## src/rtl/sram_shape_loader_pkg.sv

```systemverilog
// Shared definitions for the SRAM shape loader: FSM encoding and the
// default SRAM integration widths.
package sram_shape_loader_pkg;

  // FSM state encoding
  localparam logic [2:0] ST_IDLE  = 3'd0;
  localparam logic [2:0] ST_REQ   = 3'd1;
  localparam logic [2:0] ST_WAIT  = 3'd2;
  localparam logic [2:0] ST_WRITE = 3'd3;
  localparam logic [2:0] ST_DONE  = 3'd4;

  typedef enum logic [2:0] {
    IDLE  = ST_IDLE,
    REQ   = ST_REQ,
    WAIT  = ST_WAIT,
    WRITE = ST_WRITE,
    DONE  = ST_DONE
  } load_state_t;

  // Default SRAM integration widths
  localparam int DEF_ADDR_W = 18;
  localparam int DEF_DATA_W = 16;

  // Shape register bank slot select width
  localparam int SLOT_SEL_W = 2;

endpackage

```

## src/rtl/sram_shape_loader.sv

```systemverilog
// Reads NUM_WORDS consecutive words from a synchronous SRAM and writes them
// into the shape register bank, one wr_en pulse per word with sel = index.
// The downstream register bank resets active-high; the top level drives it
// from the same source as this block's reset, inverted.
module sram_shape_loader
  import sram_shape_loader_pkg::*;
#(
  parameter int ADDR_W    = DEF_ADDR_W,
  parameter int DATA_W    = DEF_DATA_W,
  parameter int RD_LAT    = 2,
  parameter int NUM_WORDS = 4
) (
  input  logic                  clk,
  input  logic                  reset,
  input  logic                  start,
  input  logic [ADDR_W-1:0]     base_addr,
  output logic [ADDR_W-1:0]     sram_addr,
  output logic                  sram_rd_en,
  input  logic [DATA_W-1:0]     sram_rdata,
  output logic                  wr_en,
  output logic [SLOT_SEL_W-1:0] sel,
  output logic [DATA_W-1:0]     data_out,
  output logic                  busy,
  output logic                  done
);

  // Last word index and the latency count at which read data is valid
  localparam logic [SLOT_SEL_W-1:0] LAST_IDX = SLOT_SEL_W'(NUM_WORDS - 1);
  localparam logic [2:0]            LAT_LAST = 3'(RD_LAT - 1);

  load_state_t             state_r;
  logic [SLOT_SEL_W-1:0]   idx_r;
  logic [2:0]              lat_cnt_r;
  logic [ADDR_W-1:0]       addr_q_r;
  logic [ADDR_W-1:0]       sram_addr_r;
  logic                    sram_rd_en_r;
  logic                    wr_en_r;
  logic [SLOT_SEL_W-1:0]   sel_r;
  logic [DATA_W-1:0]       data_out_r;
  logic                    busy_r;
  logic                    done_r;
  logic [SLOT_SEL_W-1:0]   next_idx_s;

  assign next_idx_s = idx_r + 2'd1;

  // Load sequencer: outputs are set on the edge entering each state so they
  // are registered and aligned with the state they belong to.
  always_ff @(posedge clk) begin
    if (!reset) begin
      state_r      <= IDLE;
      idx_r        <= 2'd0;
      lat_cnt_r    <= 3'd0;
      addr_q_r     <= '0;
      sram_addr_r  <= '0;
      sram_rd_en_r <= 1'b0;
      wr_en_r      <= 1'b0;
      sel_r        <= 2'd0;
      data_out_r   <= '0;
      busy_r       <= 1'b0;
      done_r       <= 1'b0;
    end else begin
      case (state_r)
        IDLE: begin
          if (start) begin
            addr_q_r     <= base_addr;
            idx_r        <= 2'd0;
            sram_addr_r  <= base_addr;
            sram_rd_en_r <= 1'b1;
            busy_r       <= 1'b1;
            state_r      <= REQ;
          end
        end
        REQ: begin
          sram_rd_en_r <= 1'b0;
          lat_cnt_r    <= 3'd0;
          state_r      <= WAIT;
        end
        WAIT: begin
          lat_cnt_r <= lat_cnt_r + 3'd1;
          if (lat_cnt_r == LAT_LAST) begin
            data_out_r <= sram_rdata;
            sel_r      <= idx_r;
            wr_en_r    <= 1'b1;
            state_r    <= WRITE;
          end
        end
        WRITE: begin
          wr_en_r <= 1'b0;
          if (idx_r == LAST_IDX) begin
            busy_r  <= 1'b0;
            done_r  <= 1'b1;
            state_r <= DONE;
          end else begin
            // Address wraps modulo 2^ADDR_W by construction
            idx_r        <= next_idx_s;
            sram_addr_r  <= addr_q_r + ADDR_W'(next_idx_s);
            sram_rd_en_r <= 1'b1;
            state_r      <= REQ;
          end
        end
        DONE: begin
          done_r  <= 1'b0;
          state_r <= IDLE;
        end
        default: begin
          sram_rd_en_r <= 1'b0;
          wr_en_r      <= 1'b0;
          busy_r       <= 1'b0;
          done_r       <= 1'b0;
          state_r      <= IDLE;
        end
      endcase
    end
  end

  assign sram_addr  = sram_addr_r;
  assign sram_rd_en = sram_rd_en_r;
  assign wr_en      = wr_en_r;
  assign sel        = sel_r;
  assign data_out   = data_out_r;
  assign busy       = busy_r;
  assign done       = done_r;

endmodule

```

## config.mk

```make
export PLATFORM = sky130hd
export DESIGN_NAME = sram_shape_loader
export DESIGN_NICKNAME = d
export VERILOG_FILES = /design/src/rtl/sram_shape_loader_pkg.sv /design/src/rtl/sram_shape_loader.sv
export SDC_FILE = /design/constraint.sdc
export NUM_CORES = 1
export LEC_CHECK = 0
export BUFFER_PORTS_ARGS = -buffer_cell sky130_fd_sc_hd__buf_4
export CAP_MARGIN = 20
export CORE_MARGIN = 2
export CORE_UTILIZATION = 28
export CTS_CLUSTER_SIZE = 30
export DETAILED_ROUTE_END_ITERATION = 8
export SLEW_MARGIN = 30
export SYNTH_ARGS = -nofsm -noshare
export SYNTH_HDL_FRONTEND = slang
export SYNTH_SLANG_ARGS = --single-unit
export TNS_END_PERCENT = 20
```

## constraint.sdc

```tcl
create_clock -name clk -period 2.8 [get_ports clk]
set_clock_uncertainty 0.1 [all_clocks]
set_input_delay 0.14 -clock clk [delete_from_list [all_inputs] [get_ports clk]]
set_output_delay 0.14 -clock clk [all_outputs]
set_load 0.01 [all_outputs]
```

==> flow_results.org <==
** Outcome
- The run finished with clean final reports.

** Detailed routing
- Total routed wire length on the met1 layer :: 3.79 mm
- Routed wire length on met3 :: 513 µm
- Highest layer used for signal routing :: met4
- Routed Antenna Nets :: 0
- Routed length on met2 :: 3.89 mm
- The routed layout has 2921 vias.
- The routed design has 8.27 mm of wire.
- After the first detailed-routing iteration, the DRC count stood at 129.
- After detailed routing, the number of remaining DRC violations is 0.
- Dividing the detail-routed via count by the number of cells gives 4.73.
- After detailed routing, the average wire length per cell comes to 13.4 µm.
- Initial DRT Pass Iterations :: 4

** Yosys
- Of all flip-flops after synthesis, the portion carrying an async set or reset was 0%.
- Synthesized netlist cell count :: 373
- A synthesized cell averages 8.55 µm².
- Netlist area before placement :: 0.00319 mm²
- During synthesis, Yosys emitted a total of 0 warnings.
- Top flip-flop cell by instance count after synthesis :: sky130_fd_sc_hd__dfxtp_1
- Yosys mapped a number of flops with a built-in enable equal to 0.
- Count of unique library cells instantiated by Yosys :: 52
- Synthesized Nets :: 416
- Sequential elements use 41.4% of the synthesized area.
- After synthesis the netlist holds a flip-flop and latch count of 66.

** Clock network
- TritonCTS created 9 clock buffers.
- The tree is rooted in a sky130_fd_sc_hd__clkbuf_16.
- Number of levels in the clock H-tree :: 3
- Clk slew on worst S/H paths :: 0.05 ns
- The clock passes through at most 2 buffers.
- Counting every sink on the clock net gives 66.
- Insertion delay of the later-clocked pin in the worst-skew pair :: 0.33 ns
- Buffers added to address setup during post-CTS repair amount to 0.
- CTS tree :: done

** Job
- Reported max-cap violation count :: 0

** Critical path
- Required time of the critical path :: 2.92 ns
- STA classifies the critical path startpoint as a flop.
- The worst setup path is of the flop to flop kind.
- For flop-to-flop paths, the worst setup slack is 0.63 ns.
- The worst setup path is captured at a flop.
- For the worst setup path, the data arrival time is 2.29 ns.
- Of all nets on the critical path, the largest fanout is 14.

** Finish
- Across the whole layout, storage elements account for 0.00132 mm².
- Layout overhead on the synthesized area :: 39.8%
- In the final layout, the multi-input gates occupy 0.00171 mm².
- Number of nets in the layout :: 517
- The layout has 1131 filler cells.
- The library cell used most frequently in the layout, excluding fill and tap cells, is sky130_fd_sc_hd__nand2_1.
- Cells with a size suffix above 1 make up 23.4% of the layout.
- The repair_antennas step left the layout with diodes totalling 0.
- Top library cells by usage in the layout, fill and taps aside :: sky130_fd_sc_hd__nand2_1, sky130_fd_sc_hd__buf_4, sky130_fd_sc_hd__dfxtp_1, sky130_fd_sc_hd__dlygate4sd3_1, sky130_fd_sc_hd__a21boi_1

** Hold path
- Min-Delay Path Class :: primary input to flop

** STA
- Final setup vio count :: 0
- Min cycle time layout :: 2.17 ns
- Worst slew slack as a fraction of its limit :: 52.5%
- Across all hold checks on the routed design, the worst slack comes to 0.00108 ns.
- At the pin with the least slew margin, the transition time is 0.712 ns.
- The count of pins over their slew limit was 0.
- The worst path uses 77.5% of the clock period.
- Static timing analysis puts the maximum clock frequency at 461 MHz.
- The final number of hold-violating endpoints came to 0.
- Sum of negative setup slack :: 0 ns
- Setup repair after global routing missed its margin :: no

** Floorplan
- Starting density of the core :: 29.0%
- The die is 111 µm wide.
- 77 I/O pins were placed.
- Core Rows :: 38
- The total area inside the core boundary comes to 0.0110 mm².
- The die covers 0.0123 mm².
- Die span in y :: 111 µm

** Placement
- Once detailed placement completed, the half-perimeter wirelength came to 5.64 mm.
- PortBufs :: 76
- Final GP Congestion :: 0.778

** Global route
- The number of antenna violations at the first check in global routing is 0.
- The via count of the first global-routing pass came to 2871.
- First-pass GRT wire length :: 13.8 mm
- Global routing finished with a remaining overflow of 0.
- Entering global routing, the biggest net connects 76 pins.
- All-Layer GR Usage :: 13.6%

** Pwr
- Dividing total power by cell area gives a power density of 585 mW/mm².
- IR drop worst, VDD :: 0.306 mV
- LEAKAGE :: 0.00178 µW
- Total power :: 2610 µW
[area by class of cell]
| type | count | area share, % |
|---|---|---|
| clock inverters | 2 | 0.786 |
| flip-flops and latches | 66 | 29.6 |
| well taps | 140 | 3.93 |
| inverters | 5 | 0.477 |
| clock buffers | 13 | 6.06 |
| multi-input cells | 279 | 38.3 |
| repair buffers | 113 | 20.8 |
[cell families (layout without fill, tap and decap cells)]
| kind of cell | count (synthesis) | count (layout) | share of synthesized area [%] |
|---|---|---|---|
| DFF | 66 | 66 | 41.4 |
| buffers and inverters | 28 | 133 | 5.02 |
| muxes | 1 | 1 | 0.314 |
| xor gates and xnor gates | 17 | 17 | 4.67 |
| and+or+nand+nor | 163 | 163 | 25.6 |
| AOI/OAI and AO/OA | 92 | 92 | 20.4 |
| adders and majority gates | 6 | 6 | 2.59 |
[worst max-delay path, cell delays in order (launching register included)]
cell and delay [ns]:
sky130_fd_sc_hd__dfxtp_1 0.68, sky130_fd_sc_hd__and3b_1 0.31, sky130_fd_sc_hd__o21a_1 0.50, sky130_fd_sc_hd__buf_4 0.25, sky130_fd_sc_hd__nor2_1 0.04, sky130_fd_sc_hd__a21oi_1 0.11
sky130_fd_sc_hd__nor2b_1 0.05
[Yosys cell counts, drive strengths merged (3+ instances only)]
master / number / area (µm²)
xnor2: 14 / 123
nor3: 5 / 40.0
nor2: 16 / 67.6
a21boi: 44 / 330
nand3: 19 / 118
dfxtp: 66 / 1320
a21oi: 7 / 35.0
nand2: 95 / 359
buf: 14 / 105
and3: 4 / 25.0
o211ai: 9 / 72.6
inv: 5 / 21.3
xor2: 3 / 26.3
and2: 3 / 18.8
o21a: 4 / 30.0
clkbuf: 9 / 33.8
o21ai: 17 / 88.8
nand4: 10 / 68.8
ha: 5 / 62.6
[stage by stage]
stage | util [%] | std cells | setup WS (ns) | area, µm²
after floorplan | - | 373 | 0.812 | 3190
after global routing | 40.6 | 618 | 0.485 | 4460
after CTS | 40.6 | 618 | 0.610 | 4460
after global placement | 34.9 | 571 | 0.714 | 3830
after detailed placement | 34.9 | 571 | 0.620 | 3830
final | 40.6 | 618 | 0.631 | 4460
[layer usage]
layer | GRT usage, % | vias up
li1 | - | 1488
met1 | 17.1 | 1331
met2 | 23.1 | 94
met3 | 3.99 | 8
met4 | 3.08 | 0
met5 | 0 | -
[report_power, final]
group          leakage, µW  switching, µW  internal [µW]
logic              0.00109            198            202
clock network     0.000152            392            755
registers         0.000539           59.9           1000
[registers in the layout, summed over array words and instances (netlist names)]
name / count
sram_addr: 18
state_r: 3
wr_en: 1
done: 1
busy: 1
data_out: 16
addr_q_r: 18
sel: 2
lat_cnt_r: 3
sram_rd_en: 1
idx_r: 2
[path summary, 6_finish.rpt]
check / start / to / depth (start not counted)
max: state_r[0] / idx_r[0] / 6
min: base_addr[14] / addr_q_r[14] / 3
max reg2reg: state_r[0] / idx_r[0] / 6
min reg2reg: data_out[10] / data_out[10] / 2
[repair_timing]
item,CTS,global route
hold endpoints to repair,38,0
hold buffers,32,0
gates resized for setup,0,0
Note: power is estimated with default switching activity, not from simulation.
